==> config.mk <==
export PLATFORM = sky130hd
export DESIGN_NAME = k052591_loader
export DESIGN_NICKNAME = d
export VERILOG_FILES = /design/src/rtl/k052591_loader.sv
export SDC_FILE = /design/constraint.sdc
export NUM_CORES = 1
export LEC_CHECK = 0
export ABC_AREA = 1
export BUFFER_PORTS_ARGS = -buffer_cell sky130_fd_sc_hd__buf_2
export CORE_AREA = 2 2 90 92
export CTS_CLUSTER_DIAMETER = 50
export DETAILED_ROUTE_END_ITERATION = 16
export DIE_AREA = 0 0 92 94
export PLACE_DENSITY = 0.84
export SLEW_MARGIN = 20
export SYNTH_ARGS = -nofsm -noshare
export SYNTH_HDL_FRONTEND = slang
export SYNTH_SLANG_ARGS = --single-unit
==> constraint.sdc <==
create_clock -name pin_M12 -period 4.7 [get_ports pin_M12]
set_input_delay 0.94 -clock pin_M12 [delete_from_list [all_inputs] [get_ports pin_M12]]
set_output_delay 0.94 -clock pin_M12 [all_outputs]
set_load 0.005 [all_outputs]
==> src/rtl/k052591_loader.sv <==
// Host-side bus master for the 052591 PMC CPU port: program RAM loader,
// run/stop control and external work RAM reads over the BK path.
module k052591_loader #(
    parameter int STROBE_CYC = 2,
    parameter int STOP_GAP   = 4,
    parameter int HOLD_PC    = 1
) (
    input  logic        pin_M12,
    input  logic        pin_RST,
    input  logic        cmd_valid,
    output logic        cmd_ready,
    input  logic [1:0]  cmd_op,
    input  logic [12:0] cmd_addr,
    input  logic [5:0]  cmd_len,
    input  logic        prog_valid,
    output logic        prog_ready,
    input  logic [35:0] prog_word,
    output logic        rd_valid,
    output logic [7:0]  rd_data,
    output logic        busy,
    output logic        pin_CS,
    output logic        pin_NRD,
    output logic        pin_BK,
    output logic        pin_START,
    output logic [12:0] pin_AB,
    output logic [7:0]  db_out,
    output logic        db_oe,
    input  logic [7:0]  db_in
);

    localparam int CW = (STROBE_CYC > 1) ? $clog2(STROBE_CYC) : 1;
    localparam int GW = (STOP_GAP > 1) ? $clog2(STOP_GAP) : 1;
    localparam logic HOLD_BIT = (HOLD_PC != 0);

    localparam logic [1:0] OP_LOAD  = 2'd0;
    localparam logic [1:0] OP_START = 2'd1;
    localparam logic [1:0] OP_READ  = 2'd2;
    localparam logic [1:0] OP_STOP  = 2'd3;

    typedef enum logic [3:0] {
        S_IDLE, S_PC_SU, S_PC_ST, S_PC_HD, S_FETCH,
        S_B_SU, S_B_ST, S_B_HD, S_RUN, S_GAP,
        S_R_SU, S_R_ST, S_R_HD
    } state_t;

    state_t        state, nx;
    logic [CW-1:0] st_cnt;
    logic [GW-1:0] gap_cnt;
    logic [2:0]    byte_idx;
    logic [5:0]    words_left;
    logic [27:0]   word_q;
    logic          st_last;
    logic          in_st;

    assign in_st      = state inside {S_PC_ST, S_B_ST, S_R_ST};
    assign st_last    = (st_cnt == CW'(STROBE_CYC - 1));
    assign cmd_ready  = (state == S_IDLE) ||
                        (state == S_RUN && cmd_op == OP_STOP);
    assign prog_ready = (state == S_FETCH) && prog_valid;

    always_comb begin
        nx = state;
        case (state)
            S_IDLE: if (cmd_valid) begin
                case (cmd_op)
                    OP_LOAD:  nx = S_PC_SU;
                    OP_START: nx = S_RUN;
                    OP_READ:  nx = S_R_SU;
                    default:  nx = S_GAP;
                endcase
            end
            S_PC_SU: nx = S_PC_ST;
            S_PC_ST: if (st_last) nx = S_PC_HD;
            S_PC_HD: nx = S_FETCH;
            S_FETCH: if (prog_valid) nx = S_B_SU;
            S_B_SU:  nx = S_B_ST;
            S_B_ST:  if (st_last) nx = S_B_HD;
            S_B_HD: begin
                if (byte_idx != 3'd4)     nx = S_B_SU;
                else if (words_left == 0) nx = S_IDLE;
                else                      nx = S_FETCH;
            end
            S_RUN:   if (cmd_valid && cmd_op == OP_STOP) nx = S_GAP;
            S_GAP:   if (gap_cnt == '0) nx = S_IDLE;
            S_R_SU:  nx = S_R_ST;
            S_R_ST:  if (st_last) nx = S_R_HD;
            S_R_HD:  nx = S_IDLE;
            default: nx = S_IDLE;
        endcase
    end

    always_ff @(posedge pin_M12 or posedge pin_RST) begin
        if (pin_RST) begin
            state      <= S_IDLE;
            st_cnt     <= '0;
            gap_cnt    <= '0;
            byte_idx   <= '0;
            words_left <= '0;
            word_q     <= '0;
            pin_CS     <= 1'b1;
            pin_NRD    <= 1'b1;
            pin_BK     <= 1'b0;
            pin_START  <= 1'b0;
            pin_AB     <= '0;
            db_out     <= '0;
            db_oe      <= 1'b0;
            rd_valid   <= 1'b0;
            rd_data    <= '0;
            busy       <= 1'b0;
        end else begin
            state     <= nx;
            pin_CS    <= !(nx inside {S_PC_ST, S_B_ST, S_R_ST});
            pin_NRD   <= !(nx inside {S_R_SU, S_R_ST, S_R_HD});
            pin_BK    <= nx inside {S_R_SU, S_R_ST, S_R_HD};
            db_oe     <= nx inside {S_PC_SU, S_PC_ST, S_PC_HD,
                                    S_B_SU, S_B_ST, S_B_HD};
            pin_START <= (nx == S_RUN);
            rd_valid  <= (nx == S_R_HD);
            busy      <= !(nx inside {S_IDLE, S_RUN});
            st_cnt    <= (in_st && !st_last) ? st_cnt + CW'(1) : '0;

            if (state == S_IDLE && cmd_valid) begin
                case (cmd_op)
                    OP_LOAD: begin
                        pin_AB     <= 13'h200;
                        db_out     <= {HOLD_BIT, 1'b0, cmd_addr[5:0]};
                        words_left <= cmd_len;
                    end
                    OP_READ: pin_AB  <= cmd_addr;
                    OP_STOP: gap_cnt <= GW'(STOP_GAP - 1);
                    default: ;
                endcase
            end
            if (state == S_RUN && cmd_valid && cmd_op == OP_STOP)
                gap_cnt <= GW'(STOP_GAP - 1);
            if (state == S_GAP && gap_cnt != '0)
                gap_cnt <= gap_cnt - GW'(1);

            // Bytes go out LSB first; the shifter keeps AB/db frozen through HD.
            if (state == S_FETCH && prog_valid) begin
                pin_AB   <= '0;
                db_out   <= prog_word[7:0];
                word_q   <= prog_word[35:8];
                byte_idx <= '0;
            end
            if (state == S_B_HD) begin
                if (byte_idx != 3'd4) begin
                    db_out   <= word_q[7:0];
                    word_q   <= word_q >> 8;
                    byte_idx <= byte_idx + 3'd1;
                end else if (words_left != 0) begin
                    words_left <= words_left - 6'd1;
                end
            end
            if (state == S_R_ST && st_last)
                rd_data <= db_in;
        end
    end

endmodule

==> impl_metrics.env, run 1 <==
export IMPL_cts_buffer_depth=2
export IMPL_critPathCaptureType="primary output"
export IMPL_async_flop_share_pct=100
export IMPL_synth_area_top_cells="dfrtp_1, nand2_1, o21ai_0, inv_1, a21oi_1"
export IMPL_initial_utilization_pct=54.0
export IMPL_crit_required_ns=3.76
export IMPL_syn_avg_cell_area_um2=8.59
export IMPL_hold_viol=0
export IMPL_synth_distinct_cells=33
export IMPL_cts_root_buf="clkbuf_8"
export IMPL_grt_overflow=0
export IMPL_multi_input_area_um2=1690
export IMPL_pwr_share_seq_pct=40.3
export IMPL_drive_above_1_share_pct=30.4
export IMPL_postCtsSetupBuffers=0
export IMPL_wl_per_cell_um=13.6
export IMPL_p_int_mw=1.55
export IMPL_cp_arrival_ns=1.76
export IMPL_rows=32
export IMPL_startpoint_type="register"
export IMPL_ios=107
export IMPL_layout_nets=655
export IMPL_fin_crit_sh_pct=57.5
export IMPL_dpl_instance_area_um2=4620
export IMPL_die_w_um=92
export IMPL_fin_util_pct=63.7
export IMPL_synthFlopType="dfrtp_1"
export IMPL_worstSetupPathType="register to primary output"
export IMPL_p_leak_nw=2.53
export IMPL_top_layer_used="met4"
export IMPL_via_per_inst=5.16
export IMPL_yosys_area_top_type="dfrtp_1"
export IMPL_drc=0
export IMPL_synth_seq_cells=80
export IMPL_netlist_instances=478
export IMPL_grt_max_degree=70
export IMPL_drt_first_pass_iters=4
export IMPL_slowest_stage="dfrtp_1"
export IMPL_clk_pin_slew_ns=0.09
export IMPL_drt_initial_drc_count=217
export IMPL_drt_met1_wl_mm=4.08
export IMPL_diodes=0
export IMPL_synth_top_area_share_pct=47.5
export IMPL_p_sw_share_pct=37.4
export IMPL_finalSetupViolations=0
export IMPL_n_fill_cell=634
export IMPL_grt_pass1_wl_mm=15.0
export IMPL_fp_coreArea_um2=7610
export IMPL_outcome="finished, final reports clean"
export IMPL_tightestPinTransition_ns=0.969
export IMPL_clkPwrFrac_pct=23.3
export IMPL_fin_crit_ns=2.70
export IMPL_design_area_um2=4850
export IMPL_peakVddDrop_uv=247
export IMPL_cts_tree="yes"
export IMPL_slowest_delay_ns=0.46
export IMPL_path_max_fanout=14
export IMPL_synth_edf_count=0
export IMPL_yosysMostFrequentCell="nand2_1"
export IMPL_antenna_found_initial=0
export IMPL_clock_latency_ns=0.36
export IMPL_ys_seq_area_share_pct=48.8
export IMPL_wl_met2_mm=4.42
export IMPL_slew_headroom_pct=35.2
export IMPL_cts_resized=0
export IMPL_syn_num_nets=556
export IMPL_ctsHoldBuffers=0
export IMPL_cts_sinks=80
export IMPL_pre_cts_ws_ns=2.09
export IMPL_grt_use_total_pct=22.0
export IMPL_p_per_area_nw_per_um2=511
export IMPL_die_area_um2=8650
export IMPL_rsz0062_at_grt="no"
export IMPL_post_dp_hpwl_mm=6.54
export IMPL_skew_ns=0.00819
export IMPL_die_height_um=94
export IMPL_fmax_mhz=370
export IMPL_crit_chain="nor2_2, nand3_2, inv_1, buf_2"
export IMPL_wl_met3_um=612
export IMPL_drt_wl_total_mm=9.32
export IMPL_numCtsBuffers=9
export IMPL_gp_congestion=0.885
export IMPL_maxCapViolations=0
export IMPL_first_global_vias=3301
export IMPL_yosysWarningCount=0
export IMPL_via_count=3527
export IMPL_synth_commonest_cells="nand2_1, dfrtp_1, inv_1"
export IMPL_tns_ns=0
export IMPL_hp_class="register to register"
export IMPL_setup_slack_ns=2.00
export IMPL_switching_power_mw=0.925
export IMPL_regArea_um2=2000
export IMPL_ant_nets=0
export IMPL_synth_area_um2=4110
export IMPL_power_mw=2.48
export IMPL_drv_slew=0
export IMPL_numPortBuffers=106
export IMPL_htreeDepth=3
export IMPL_syn_to_final_growth_pct=18.1
export IMPL_comb_power_share_pct=36.3
[cells in the final DEF, fill, tap and decap left out]
cell and instances:
buf_2 106, nand2_1 102, dfrtp_1 78, inv_1 55, o21ai_0 54, a21oi_1 36
nor2_1 35, nand3_1 23, o211ai_2 13, o21ai_2 12, clkbuf_8 10, ha_1 9
inv_2 7, o21ai_1 5, nor2_2 3, nor2_4 3, nand2_2 3, nor3_1 3
clkinvlp_4 3, nand2_4 2, nand3_2 2, clkinv_2 2, bufinv_16 2, dfstp_2 2
buf_4 2, nor2_8 1, inv_4 1, o31ai_1 1, xor2_1 1, o211ai_1 1
o22ai_1 1, nor4_1 1, nor3_2 1, o22ai_2 1, inv_6 1
[power by group through the flow]
stage          registers [mW]  logic [mW]  clock network, mW
2_1_floorplan           0.992       0.730                  0
3_3_place_gp             1.00       0.856                  0
3_5_place_dp             1.01       0.890                  0
4_1_cts                 0.997       0.905              0.586
5_1_grt                  1.02        1.02              0.615
6_report                0.999       0.900              0.577
[sequential cells by signal, indices dropped and copies added (netlist names), 2 cells and up]
signal      cells
words_left      6
byte_idx        3
rd_data         8
pin_AB         13
word_q         28
gap_cnt         2
db_out          8
state           4
[area by class of cell]
class                      count  share of cell area, %
sequential                    80                   41.3
multi-input combinational    313                   34.9
timing repair buffer         108                   11.3
inverter                      65                   5.14
clock buffer                  10                   2.84
tap                          102                   2.63
clock inverter                 6                   1.88
[worst paths after layout]
check	slack (ns)	to	startpoint	cells after the start
setup reg to reg	2.05	word_q[5]	state[3]	8
min in group asynchronous	0.48	rd_data[2]	pin_RST	2
hold reg to reg	0.46	words_left[0]	words_left[0]	1
setup / recovery	2.00	prog_ready	state[0]	4
hold / removal	0.46	words_left[0]	words_left[0]	1
max in group asynchronous	3.13	word_q[7]	pin_RST	3
[critical path: cells and delay by family (launching register included)]
| family | cells | cell delay (ns) |
|---|---|---|
| flip-flops | 1 | 0.46 |
| AND/OR/NAND/NOR | 2 | 0.39 |
| buffers and inverters | 2 | 0.55 |
[cell families (layout without fill, tap and decap cells)]
family	after synthesis	in the layout	share of synthesized area, %
DFF	80	80	48.8
and+or+nand+nor	179	179	19.4
adders and majority gates	9	9	2.74
xor gates and xnor gates	1	1	0.213
buffers and inverters	85	189	9.94
AOI/OAI and AO/OA	124	124	18.9
[per-stage QoR]
stage,hold WS [ns],cells
floorplan,0.417,478
global placement,0.428,668
detailed placement,0.439,668
CTS,0.456,684
global route,0.473,684
finish,0.458,684
[per-layer routing]
layer | up-vias | track usage (%)
met2 | 123 | 36.0
met4 | 0 | 9.70
met5 | - | 0
met1 | 1639 | 28.2
li1 | 1744 | -
met3 | 21 | 5.06
(Power assumes the default switching activity.)
==> inputs of run 2 (changes only) <==
--- a/config.mk
+++ b/config.mk
@@ -7,11 +7,11 @@
 export LEC_CHECK = 0
 export ABC_AREA = 1
 export BUFFER_PORTS_ARGS = -buffer_cell sky130_fd_sc_hd__buf_2
-export CORE_AREA = 2 2 90 92
+export CORE_AREA = 2 2 96 98
 export CTS_CLUSTER_DIAMETER = 50
 export DETAILED_ROUTE_END_ITERATION = 16
-export DIE_AREA = 0 0 92 94
-export PLACE_DENSITY = 0.84
+export DIE_AREA = 0 0 98 100
+export PLACE_DENSITY = 0.78
 export SLEW_MARGIN = 20
 export SYNTH_ARGS = -nofsm -noshare
 export SYNTH_HDL_FRONTEND = slang
==> constraint.sdc (replaced) <==
create_clock -name pin_M12 -period 2.35 [get_ports pin_M12]
set_input_delay 0.47 -clock pin_M12 [delete_from_list [all_inputs] [get_ports pin_M12]]
set_output_delay 0.47 -clock pin_M12 [all_outputs]
set_load 0.005 [all_outputs]
==> run 2 against run 1 <==
  * First-iteration DRC count fell by 39%
  * Final cell count rose by 1.9%
  * Final area rose by 0.67%
  * Sequential share of layout area fell by 0.28 points
  * Global-route usage fell by 1.7 points
  * Via count did not move
  * Wire length rose by 0.96%
  * Sequential power rose by 100%
  * Count of clock-buffer cells in the layout did not move
  * Critical path depth rose by 1
  * Clock skew rose by 0.0041 ns
  * Clock power rose by 84%
  * Critical path type unchanged
  * Critical endpoint is now cmd_ready
==> impl_metrics.env, run 2 (synthesized netlist as in run 1, its figures left out) <==
export IMPL_slew_headroom_pct=68.7
export IMPL_post_dp_hpwl_mm=6.91
export IMPL_die_w_um=98
export IMPL_slowest_delay_ns=0.53
export IMPL_multi_input_area_um2=1690
export IMPL_rows=35
export IMPL_drt_initial_drc_count=133
export IMPL_setup_slack_ns=0.348
export IMPL_diodes=0
export IMPL_final_cell_mix="buf_2, nand2_1, dfrtp_1, inv_1, o21ai_0"
export IMPL_antenna_found_initial=0
export IMPL_worstSetupPathType="register to primary output"
export IMPL_p_int_mw=3.02
export IMPL_clkPwrFrac_pct=21.6
export IMPL_grtUsageMet2_pct=32.9
export IMPL_fmax_mhz=500
export IMPL_cp_arrival_ns=1.53
export IMPL_slowest_stage="dfrtp_1"
export IMPL_drt_first_pass_iters=4
export IMPL_drc=0
export IMPL_cts_root_buf="clkbuf_8"
export IMPL_initial_utilization_pct=46.2
export IMPL_largest_reg_flops=28
export IMPL_comb_power_share_pct=37.6
export IMPL_tightestPinTransition_ns=0.468
export IMPL_wl_per_cell_um=13.5
export IMPL_dpl_instance_area_um2=4680
export IMPL_crit_chain="inv_2, nor2_1, nand3_1, nand2_1, buf_2"
export IMPL_drive_above_1_share_pct=30.9
export IMPL_outcome="finished, final reports clean"
export IMPL_via_count=3527
export IMPL_cts_resized=0
export IMPL_finalSetupViolations=0
export IMPL_fin_crit_ns=2.00
export IMPL_tns_ns=0
export IMPL_grt_overflow=0
export IMPL_die_height_um=100
export IMPL_skew_ns=0.0123
export IMPL_via_per_inst=5.06
export IMPL_regArea_um2=2000
export IMPL_p_leak_nw=2.54
export IMPL_cts_sinks=80
export IMPL_ant_nets=0
export IMPL_grt_util_met3_pct=4.25
export IMPL_design_area_um2=4880
export IMPL_postCtsSetupBuffers=0
export IMPL_maxCapViolations=0
export IMPL_first_global_vias=3449
export IMPL_syn_to_final_growth_pct=18.9
export IMPL_path_max_fanout=8
export IMPL_fin_crit_sh_pct=85.2
export IMPL_drt_wl_total_mm=9.40
export IMPL_hp_class="input pin to async pin"
export IMPL_crit_required_ns=1.88
export IMPL_startpoint_type="register"
export IMPL_cts_tree="yes"
export IMPL_clock_latency_ns=0.36
export IMPL_clk_pin_slew_ns=0.09
export IMPL_largest_register="word_q"
export IMPL_numCtsBuffers=9
export IMPL_gp_congestion=0.906
export IMPL_layout_nets=659
export IMPL_htreeDepth=3
export IMPL_grt_max_degree=81
export IMPL_grt_use_total_pct=20.4
export IMPL_hold_viol=0
export IMPL_pwr_share_seq_pct=40.8
export IMPL_gr_usage_met1_pct=27.6
export IMPL_n_fill_cell=830
export IMPL_grt_pass1_wl_mm=16.2
export IMPL_pre_cts_ws_ns=0.463
export IMPL_numPortBuffers=106
export IMPL_critPathCaptureType="primary output"
export IMPL_rsz0062_at_grt="no"
export IMPL_p_sw_share_pct=38.3
export IMPL_ios=107
export IMPL_layout_commonest_cell="buf_2"
export IMPL_top_usage_layer="met2"
export IMPL_die_area_um2=9800
export IMPL_fp_coreArea_um2=8890
export IMPL_peakVddDrop_uv=403
export IMPL_ctsHoldBuffers=0
export IMPL_switching_power_mw=1.88
export IMPL_p_per_area_nw_per_um2=1000
export IMPL_drv_slew=0
export IMPL_cts_buffer_depth=2
export IMPL_largest_registers="word_q: 28 flops, pin_AB: 13 flops"
## run 2: stage by stage
| stage | util, % | hold WS, ns | std cells | total power [mW] |
|---|---|---|---|---|
| floorplan | - | 0.417 | 478 | 3.44 |
| finish | 54.9 | 0.195 | 697 | 4.90 |
| CTS | 54.9 | 0.234 | 697 | 4.94 |
| global placement | 52.6 | 0.430 | 681 | 3.79 |
| global route | 54.9 | 0.224 | 697 | 5.30 |
| detailed placement | 52.6 | 0.439 | 681 | 3.88 |
## run 2: area by class of cell
class                           count  area share (%)
Sequential cell                    80            41.1
Multi-Input combinational cell    313            34.7
Timing Repair Buffer              112            12.0
Inverter                           65            5.15
Tap cell                          111            2.85
Clock buffer                       10            2.82
Clock inverter                      6            1.38
## run 2: power by group through the flow
stage / logic (mW) / registers, mW / clock network, mW
2_1_floorplan: 1.46 / 1.98 / 0
3_3_place_gp: 1.78 / 2.00 / 0
4_1_cts: 1.87 / 1.99 / 1.08
3_5_place_dp: 1.86 / 2.02 / 0
5_1_grt: 2.11 / 2.04 / 1.15
6_report: 1.84 / 2.00 / 1.06
## run 2: final timing paths
| path | endpoint | startpoint | cells after the start | slack [ns] |
|---|---|---|---|---|
| setup reg to reg | pin_BK | state[3] | 7 | 0.55 |
| hold reg to reg | words_left[0] | words_left[0] | 1 | 0.45 |
| max in group asynchronous | pin_CS | pin_RST | 3 | 1.75 |
| min in group pin_M12 | rd_data[3] | db_in[3] | 3 | 0.31 |
| hold / removal | words_left[0] | pin_RST | 3 | 0.20 |
| setup / recovery | cmd_ready | state[3] | 5 | 0.35 |
## run 2: per-layer routing
metal	share of wire [%]	wire length, um
met5	0	0
met4	1.6	149
met1	43	4070
met3	7.9	746
met2	47	4430
## run 2: critical path, delay by kind of cell, from the launching register on
family	cells	cell delay [ns]
buf+inv	2	0.20
flops	1	0.53
simple gates	3	0.45
